File: src/rtl/rr_arbiter8x3_if.sv
// Request/grant bundle between eight requesters and the round-robin arbiter.
interface rr_arbiter8x3_if;
  logic [7:0] req;
  logic [7:0] grant;
  logic [2:0] grant_id;
  logic       grant_valid;
  logic       expired;

  // Requester side: drives requests, observes the grant.
  modport master (
    output req,
    input  grant,
    input  grant_id,
    input  grant_valid,
    input  expired
  );

  // Arbiter side: samples requests, drives the grant.
  modport slave (
    input  req,
    output grant,
    output grant_id,
    output grant_valid,
    output expired
  );
endinterface

File: src/rtl/rr_arbiter8x3.sv
// Round-robin arbiter for eight requesters with a per-owner hold timeout.
// Emits a one-hot grant plus the encoded owner index; all outputs registered.
module rr_arbiter8x3 #(
  parameter int unsigned MAX_HOLD = 4
) (
  input  logic            clk,
  input  logic            rst,
  rr_arbiter8x3_if.slave  bus
);

  localparam int unsigned N_REQ  = 8;
  localparam int unsigned ID_W   = 3;
  localparam int unsigned HOLD_W = 4;

  localparam logic [0:0] IDLE  = 1'b0;
  localparam logic [0:0] GRANT = 1'b1;

  logic [0:0]        state,    state_nxt;
  logic [ID_W-1:0]   ptr,      ptr_nxt;
  logic [HOLD_W-1:0] hold_cnt, hold_nxt;
  logic [N_REQ-1:0]  grant_q,  grant_nxt;
  logic [ID_W-1:0]   gid_q,    gid_nxt;
  logic              gv_q,     gv_nxt;
  logic              exp_q,    exp_nxt;

  logic [ID_W-1:0]   after_owner;
  logic [ID_W:0]     win_ptr;
  logic [ID_W:0]     win_after;

  // First set bit scanning start, start+1, ... (mod 8); returns {found, index}.
  function automatic logic [ID_W:0] find_winner(input logic [N_REQ-1:0] v,
                                                input logic [ID_W-1:0]  start);
    logic [ID_W:0]   res;
    logic [ID_W-1:0] idx;
    res = '0;
    for (int i = N_REQ - 1; i >= 0; i--) begin
      idx = start + ID_W'(i);
      if (v[idx]) res = {1'b1, idx};
    end
    return res;
  endfunction

  // Pointer the owner hands over to, and the winners from both candidate pointers.
  always_comb begin
    after_owner = gid_q + ID_W'(1);
    win_ptr     = find_winner(bus.req, ptr);
    win_after   = find_winner(bus.req, after_owner);
  end

  // Next-state and next-output logic.
  always_comb begin
    state_nxt = state;
    ptr_nxt   = ptr;
    hold_nxt  = hold_cnt;
    grant_nxt = grant_q;
    gid_nxt   = gid_q;
    gv_nxt    = gv_q;
    exp_nxt   = 1'b0;

    case (state)
      IDLE: begin
        hold_nxt  = '0;
        grant_nxt = '0;
        gid_nxt   = '0;
        gv_nxt    = 1'b0;
        if (win_ptr[ID_W]) begin
          state_nxt = GRANT;
          gid_nxt   = win_ptr[ID_W-1:0];
          grant_nxt = N_REQ'(1) << win_ptr[ID_W-1:0];
          gv_nxt    = 1'b1;
          hold_nxt  = HOLD_W'(1);
        end
      end
      GRANT: begin
        if (!bus.req[gid_q] || hold_cnt >= HOLD_W'(MAX_HOLD)) begin
          // Release or timeout: owner moves to lowest priority.
          ptr_nxt = after_owner;
          exp_nxt = bus.req[gid_q];
          if (win_after[ID_W]) begin
            gid_nxt   = win_after[ID_W-1:0];
            grant_nxt = N_REQ'(1) << win_after[ID_W-1:0];
            gv_nxt    = 1'b1;
            hold_nxt  = HOLD_W'(1);
          end else begin
            state_nxt = IDLE;
            gid_nxt   = '0;
            grant_nxt = '0;
            gv_nxt    = 1'b0;
            hold_nxt  = '0;
          end
        end else begin
          hold_nxt = hold_cnt + HOLD_W'(1);
        end
      end
      default: begin
        state_nxt = IDLE;
      end
    endcase
  end

  // State and output registers with synchronous reset.
  always_ff @(posedge clk) begin
    if (rst) begin
      state    <= IDLE;
      ptr      <= '0;
      hold_cnt <= '0;
      grant_q  <= '0;
      gid_q    <= '0;
      gv_q     <= 1'b0;
      exp_q    <= 1'b0;
    end else begin
      state    <= state_nxt;
      ptr      <= ptr_nxt;
      hold_cnt <= hold_nxt;
      grant_q  <= grant_nxt;
      gid_q    <= gid_nxt;
      gv_q     <= gv_nxt;
      exp_q    <= exp_nxt;
    end
  end

  assign bus.grant       = grant_q;
  assign bus.grant_id    = gid_q;
  assign bus.grant_valid = gv_q;
  assign bus.expired     = exp_q;

endmodule

File: src/flat_wrapper.sv
// flat-port wrapper written by rule: the top's interface ports become plain ports
module rr_arbiter8x3_flat 
#(
  parameter int unsigned MAX_HOLD = 4
)
  (clk, rst, bus_req, bus_grant, bus_grant_id, bus_grant_valid, bus_expired);
  rr_arbiter8x3_if bus_i ();
  input  logic clk;
  input  logic rst;
  input wire logic [$bits(bus_i.req)-1:0] bus_req;
  output wire logic [$bits(bus_i.grant)-1:0] bus_grant;
  output wire logic [$bits(bus_i.grant_id)-1:0] bus_grant_id;
  output wire logic [$bits(bus_i.grant_valid)-1:0] bus_grant_valid;
  output wire logic [$bits(bus_i.expired)-1:0] bus_expired;
  assign bus_i.req = bus_req;
  assign bus_grant = bus_i.grant;
  assign bus_grant_id = bus_i.grant_id;
  assign bus_grant_valid = bus_i.grant_valid;
  assign bus_expired = bus_i.expired;
  rr_arbiter8x3 #(.MAX_HOLD(MAX_HOLD)) u_core (.clk(clk), .rst(rst), .bus(bus_i));
endmodule
File: config.mk
export PLATFORM = sky130hd
export DESIGN_NAME = rr_arbiter8x3_flat
export DESIGN_NICKNAME = d
export VERILOG_FILES = /design/src/rtl/rr_arbiter8x3_if.sv /design/src/rtl/rr_arbiter8x3.sv /design/src/flat_wrapper.sv
export SDC_FILE = /design/constraint.sdc
export NUM_CORES = 1
export LEC_CHECK = 0
export CAP_MARGIN = 20
export CORE_ASPECT_RATIO = 0.6
export CORE_MARGIN = 3
export CORE_UTILIZATION = 40
export DETAILED_ROUTE_END_ITERATION = 10
export GPL_TIMING_DRIVEN = 1
export PLACE_DENSITY = 0.59
export SETUP_SLACK_MARGIN = 0.1
export SLEW_MARGIN = 20
export SYNTH_ARGS = -nofsm -noshare
export SYNTH_HDL_FRONTEND = slang
export SYNTH_SLANG_ARGS = --single-unit
File: constraint.sdc
create_clock -name clk -period 8.5 [get_ports clk]
set_clock_uncertainty 0.2 [all_clocks]
set_input_delay 1.7 -clock clk [delete_from_list [all_inputs] [get_ports clk]]
set_output_delay 1.7 -clock clk [all_outputs]
set_load 0.02 [all_outputs]
==> results of run 1 <==
## routing by layer
layer  global-route usage  up-vias  wire length (µm)
li1                     -     1209                 -
met1                0.336     1233              3950
met2                0.235       73              2860
met3               0.0245        6               514
met4               0.0286        0                54
met5                    0        -                 0
## cells in the mapped netlist, types with 3 or more instances
| cell | number | area, µm² |
|---|---|---|
| buf_2 | 7 | 35.0 |
| nand2b_1 | 7 | 43.8 |
| or3b_1 | 4 | 35.0 |
| nor2b_1 | 3 | 18.8 |
| nand2_1 | 27 | 101 |
| and2_1 | 3 | 18.8 |
| dfxtp_1 | 21 | 420 |
| o21bai_1 | 4 | 30.0 |
| a31oi_1 | 6 | 37.5 |
| a21oi_1 | 11 | 55.1 |
| nor3_1 | 11 | 55.1 |
| clkbuf_1 | 10 | 37.5 |
| o21ai_0 | 7 | 35.0 |
| nor2_1 | 24 | 90.1 |
| buf_4 | 4 | 30.0 |
| ha_1 | 5 | 62.6 |
| a211o_1 | 4 | 35.0 |
| a22oi_1 | 4 | 30.0 |
| mux4_2 | 20 | 450 |
| mux2i_1 | 21 | 210 |
| buf_6 | 5 | 56.3 |
| xor2_1 | 4 | 35.0 |
| o22ai_1 | 3 | 18.8 |
| a211oi_1 | 6 | 45.0 |
| nand3_1 | 9 | 45.0 |
| o31ai_1 | 3 | 22.5 |
| mux4_1 | 3 | 78.8 |
| inv_1 | 12 | 45.0 |
| mux2_2 | 13 | 146 |
## final cells by class
| class | count | share of cell area |
|---|---|---|
| clock buffer | 4 | 0.0250 |
| inverter | 13 | 0.0155 |
| multi-input combinational | 253 | 0.714 |
| sequential | 21 | 0.133 |
| tap | 87 | 0.0346 |
| timing repair buffer | 25 | 0.0771 |
## power by group
part	internal [mW]	total (mW)	switching (mW)
clock network	0.0638	0.0973	0.0335
registers	0.127	0.167	0.0404
logic	0.503	1.13	0.626
total	0.693	1.39	0.699
## logic make-up (layout without fill, tap and decap cells)
kind of cell	Yosys count	after routing	share of synthesized area
simple gates	102	102	0.179
compound gates	75	75	0.205
mux	61	61	0.333
buf+inv	40	42	0.0734
flops	21	21	0.146
xor+xnor	9	9	0.0404
fa+ha+maj	5	5	0.0217
other cells	1	1	0.00130
## sequential cells by signal, indices dropped and copies added, names as in the netlist
signal	cells
u_core.bus.expired	1
u_core.bus.grant	8
u_core.bus.grant_id	3
u_core.bus.grant_valid	1
u_core.hold_cnt	4
u_core.ptr	3
u_core.state	1
## worst max-delay path, cell delays in order
cell,delay [ns]
clkdlybuf4s50_1,0.66
mux4_2,0.66
mux2i_2,0.31
nand2_1,0.12
a2111oi_2,0.69
nand2b_1,0.22
nand3b_2,0.16
or3b_1,0.13
a311oi_2,0.08
## metrics by stage
step / cells / cell area, µm² / setup WS (ns) / utilization
floorplan: 314 / 2880 / 4.37 / -
global placement: 399 / 3070 / 3.51 / 0.450
detailed placement: 399 / 3070 / 3.42 / 0.450
CTS: 403 / 3150 / 3.65 / 0.462
global route: 403 / 3150 / 3.44 / 0.462
finish: 403 / 3150 / 3.66 / 0.462
## worst paths after layout
check	endpoint	depth (start not counted)	slack, ns	startpoint
worst max-delay path	u_core.bus.grant[4]	9	3.66	bus_req[7]
worst min-delay path	u_core.bus.grant_valid	1	0.27	u_core.bus.grant_valid
worst max register to register	u_core.bus.grant[4]	10	4.36	u_core.ptr[1]
worst min register to register	u_core.bus.grant_valid	1	0.27	u_core.bus.grant_valid
==> run_results.csv, run 1 <==
group,metric,value,unit
run_status,outcome,"complete, no violations",
clocking,clkSlewWorstSetupHoldPaths,0.05,ns
global_routing,antenna_found_initial,0,
sta,final-setup-viol-count,0,
sta,worst_pin_slew,0.848,ns
synthesis,ys_async_sr_fraction,0,
worst_setup_path,crit_path_max_fanout,15,
detailed_routing,dr.pass1.iters,4,
floorplan,die-area,0.00829,mm²
placed_design,gp_congestion,0.851,
finish,drive_above_1_share,0.190,
detailed_routing,drc_errors,0,
finish,seq_area,420,µm²
worst_setup_path,cp.arrival,4.73,ns
finish,nets,332,
finish,multi_input_area,0.00225,mm²
floorplan,core,0.00682,mm²
worst_setup_path,critical_path_class,"in -> reg",
sta,rsz0062_at_grt,"no",
clocking,cts_made_buffers,3,
synthesis,synth.distinct_cells,70,
power_and_ir_drop,power.density,442,mW/mm²
clocking,root_buffer,"clkbuf_16",
run,maxCapViolCount,0,
finish,diodes,0,
finish,final_cell_mix,"nand2_1 (27), nor2_1 (24), clkdlybuf4s50_1 (22)",
sta,hold_slack,0.269,ns
synthesis,synth_area,0.00288,mm²
sta,finalHoldViolations,0,
detailed_routing,via_per_inst,6.26,
clocking,h-tree-depth,1,
global_routing,grt_start_max_net_pins,25,
power_and_ir_drop,p_leak,1.13,nW
sta,fin_crit,4.84,ns
floorplan,die_h,71.7,µm
synthesis,yosys_warnings,0,
sta,drv_slew,0,
finish,syn2layout_area_growth,9.29,%
floorplan,rows,23,
synthesis,synth-main-ff-cell,"dfxtp_1",
floorplan,fp.dieW,116,µm
synthesis,ys_ff_latch,21,
power_and_ir_drop,p_total,1.39,mW
placed_design,io_buffers,22,
detailed_routing,wl,7380,µm
global_routing,grt_pass1_wl,12700,µm
synthesis,synth_edf_count,0,
worst_setup_path,critPathLaunchType,"input pin",
clocking,post_cts_buffers,0,
finish,fillers,685,
clocking,clockBufferDepth,2,
clocking,cts_resized,0,
power_and_ir_drop,ir_drop,203,µV
global_routing,overflow,0,
detailed_routing,wl_per_cell,18.3,µm
clocking,clk_latency,0.25,ns
placed_design,hpwl,5580,µm
synthesis,syn_nets,329,
floorplan,initial_core_util,0.422,
global_routing,grt_pass1_vias,2324,
clocking,clock-sinks,21,
global_routing,grt.total_usage,0.190,
min_path,holdCritPathClass,"reg -> reg",
sta,max_freq,207,MHz
worst_setup_path,crit_path_end_kind,"register",
detailed_routing,vias,2521,
floorplan,ios,23,
sta,slew_headroom,0.434,
clocking,holdBufCountCts,0,
synthesis,synthCells,314,
worst_setup_path,cp.required,8.39,ns
synthesis,syn_avg_cell_area,9.18,µm²
clocking,cts_tree,"done",
synthesis,yosysSeqAreaShare,0.146,
detailed_routing,antenna_left,0,
sta,min_period_over_period,0.569,
sta,fin_setup_tns,0,ns
detailed_routing,drt_iter0_drc,220,
finish,final_common_cell,"nand2_1",
No activity file was read; power rests on OpenSTA's default activity.
==> inputs of run 2 (changes only) <==
Settings changed: PLACE_DENSITY 0.59 to 0.62.
Clock period 8.5 ns to 4.2 ns, I/O delays scaled along.
==> run 2 against run 1 <==
  * Combinational power grew 110%
  * Die area is the same
  * Critical path depth shrank 1
  * Sequential share of layout area shrank 0.31 points
  * Sequential power grew 87%
  * Largest power group unchanged
  * Highest routed layer unchanged
==> run_results.csv, run 2 (synthesis gave the netlist of run 1 again) <==
group,metric,value,unit
run_status,outcome,"complete, no violations",
global_routing,grt_pass1_wl,12600,µm
finish,fillers,632,
placed_design,io_buffers,22,
finish,seq_area,420,µm²
worst_setup_path,cp_cell_sequence,"clkdlybuf4s50_1, mux4_2, mux2i_2, o211ai_1, a211o_1, a211o_1, or3b_1, a311oi_2",
clocking,root_buffer,"clkbuf_16",
clocking,clockBufferDepth,2,
worst_setup_path,cpPeakStageDelay,0.67,ns
detailed_routing,wl,7410,µm
placed_design,hpwl,5470,µm
power_and_ir_drop,ir_drop,604,µV
detailed_routing,drt_iter0_drc,326,
placed_design,dp_slack,0.0877,ns
placed_design,gp_congestion,0.857,
power_and_ir_drop,comb_power_share,0.822,
worst_setup_path,critical_path_class,"in -> reg",
power_and_ir_drop,switching_share,0.492,
sta,finalHoldViolations,0,
detailed_routing,drc_errors,0,
global_routing,grt_pass1_vias,2359,
worst_setup_path,r2r_slack,0.44,ns
floorplan,die-area,0.00829,mm²
worst_setup_path,critPathSlowestCell,"mux4_2",
finish,drive_above_1_share,0.218,
global_routing,grt.total_usage,0.188,
worst_setup_path,cp.required,4.16,ns
detailed_routing,vias,2603,
global_routing,grt_start_max_net_pins,25,
clocking,clk_latency,0.25,ns
sta,slew_headroom,0.517,
clocking,cts_made_buffers,3,
global_routing,overflow,0,
floorplan,initial_core_util,0.422,
power_and_ir_drop,power.density,895,mW/mm²
sta,setup_ws,0.311,ns
worst_setup_path,crit_path_max_fanout,15,
clocking,cts_resized,0,
detailed_routing,via_per_inst,6.32,
floorplan,ios,23,
run,maxCapViolCount,0,
clocking,clkSlewWorstSetupHoldPaths,0.06,ns
sta,worst_pin_slew,0.722,ns
finish,final_common_cell,"nand2_1",
finish,multi_input_area,0.00225,mm²
detailed_routing,antenna_left,0,
sta,rsz0062_at_grt,"no",
clocking,cts_tree,"done",
sta,drv_slew,0,
power_and_ir_drop,clock_power_share,0.069,
sta,max_freq,257,MHz
worst_setup_path,crit_path_end_kind,"register",
clocking,h-tree-depth,1,
clocking,holdBufCountCts,0,
sta,final-setup-viol-count,0,
power_and_ir_drop,seqPwrFrac,0.109,
finish,largest_reg_flops,8,
sta,min_period_over_period,0.926,
sta,fin_crit,3.89,ns
finish,final_cell_mix,"nand2_1 (27), nor2_1 (24), clkdlybuf4s50_1 (22)",
min_path,holdCritPathClass,"reg -> reg",
power_and_ir_drop,switching_power,1.42,mW
power_and_ir_drop,p_int,1.47,mW
detailed_routing,wl_per_cell,18.0,µm
finish,syn2layout_area_growth,11.9,%
power_and_ir_drop,p_leak,1.18,nW
floorplan,die_h,71.7,µm
finish,diodes,0,
global_routing,antenna_found_initial,0,
sta,fin_setup_tns,0,ns
floorplan,rows,23,
worst_setup_path,cp.arrival,3.85,ns
floorplan,core,0.00682,mm²
finish,nets,341,
floorplan,fp.dieW,116,µm
clocking,post_cts_buffers,0,
detailed_routing,dr.pass1.iters,7,
worst_setup_path,critPathLaunchType,"input pin",
worst_setup_path,crit_top_cell,"a211o_1",
clocking,clock-sinks,21,
==> run 2: changes by cell type in the layout (fill, tap and decap cells not counted) <==
cell	previous run	this run
buf_4	3	12
clkinv_2	0	1
o31ai_2	0	1
o31ai_1	3	2
clkbuf_1	1	0
==> run 2: cell type report <==
class	count	area share
well taps	87	0.0338
inverters	13	0.0151
clock buffers	3	0.0233
repair buffers	34	0.0963
flip-flops and latches	21	0.130
clock inverters	1	0.00155
multi-input cells	253	0.700
==> run 2: worst paths after layout <==
| path | start | end | cells past startpoint |
|---|---|---|---|
| setup reg to reg | u_core.bus.grant_id[0] | u_core.bus.grant[1] | 11 |
| setup / recovery | bus_req[6] | u_core.bus.grant[1] | 8 |
| hold / removal | u_core.hold_cnt[0] | u_core.hold_cnt[0] | 1 |
| hold reg to reg | u_core.hold_cnt[0] | u_core.hold_cnt[0] | 1 |
==> run 2: stage by stage <==
stage | cell area (µm²) | power (mW) | std cells | util | hold slack (ns)
CTS | 3220 | 2.86 | 412 | 0.472 | 0.245
finish | 3220 | 2.88 | 412 | 0.473 | 0.242
global placement | 3140 | 2.65 | 408 | 0.460 | 0.239
floorplan | 2880 | 2.17 | 314 | - | 0.224
global route | 3220 | 3.13 | 412 | 0.473 | 0.272
detailed placement | 3140 | 2.64 | 408 | 0.460 | 0.237
==> run 2: layer usage <==
layer,wire length (µm),share of wire,vias up,global-route usage
met5,0,0,-,0
met4,29,0.0039,0,0.0169
met3,495,0.067,4,0.0278
met2,3110,0.42,108,0.247
met1,3780,0.51,1264,0.323
li1,-,-,1227,-
==> run 2: power groups by stage <==
stage,registers [mW],clock network [mW],logic [mW]
after floorplan,0.350,0,1.82
after global placement,0.317,0,2.33
after detailed placement,0.317,0,2.32
after CTS,0.314,0.205,2.34
after global routing,0.324,0.217,2.59
final,0.313,0.200,2.37
==> run 2: critical path: cells and delay by family <==
kind | cells | cell delay (ns)
compound gates | 4 | 0.98
buf+inv | 1 | 0.66
mux | 2 | 1.01
simple gates | 1 | 0.37
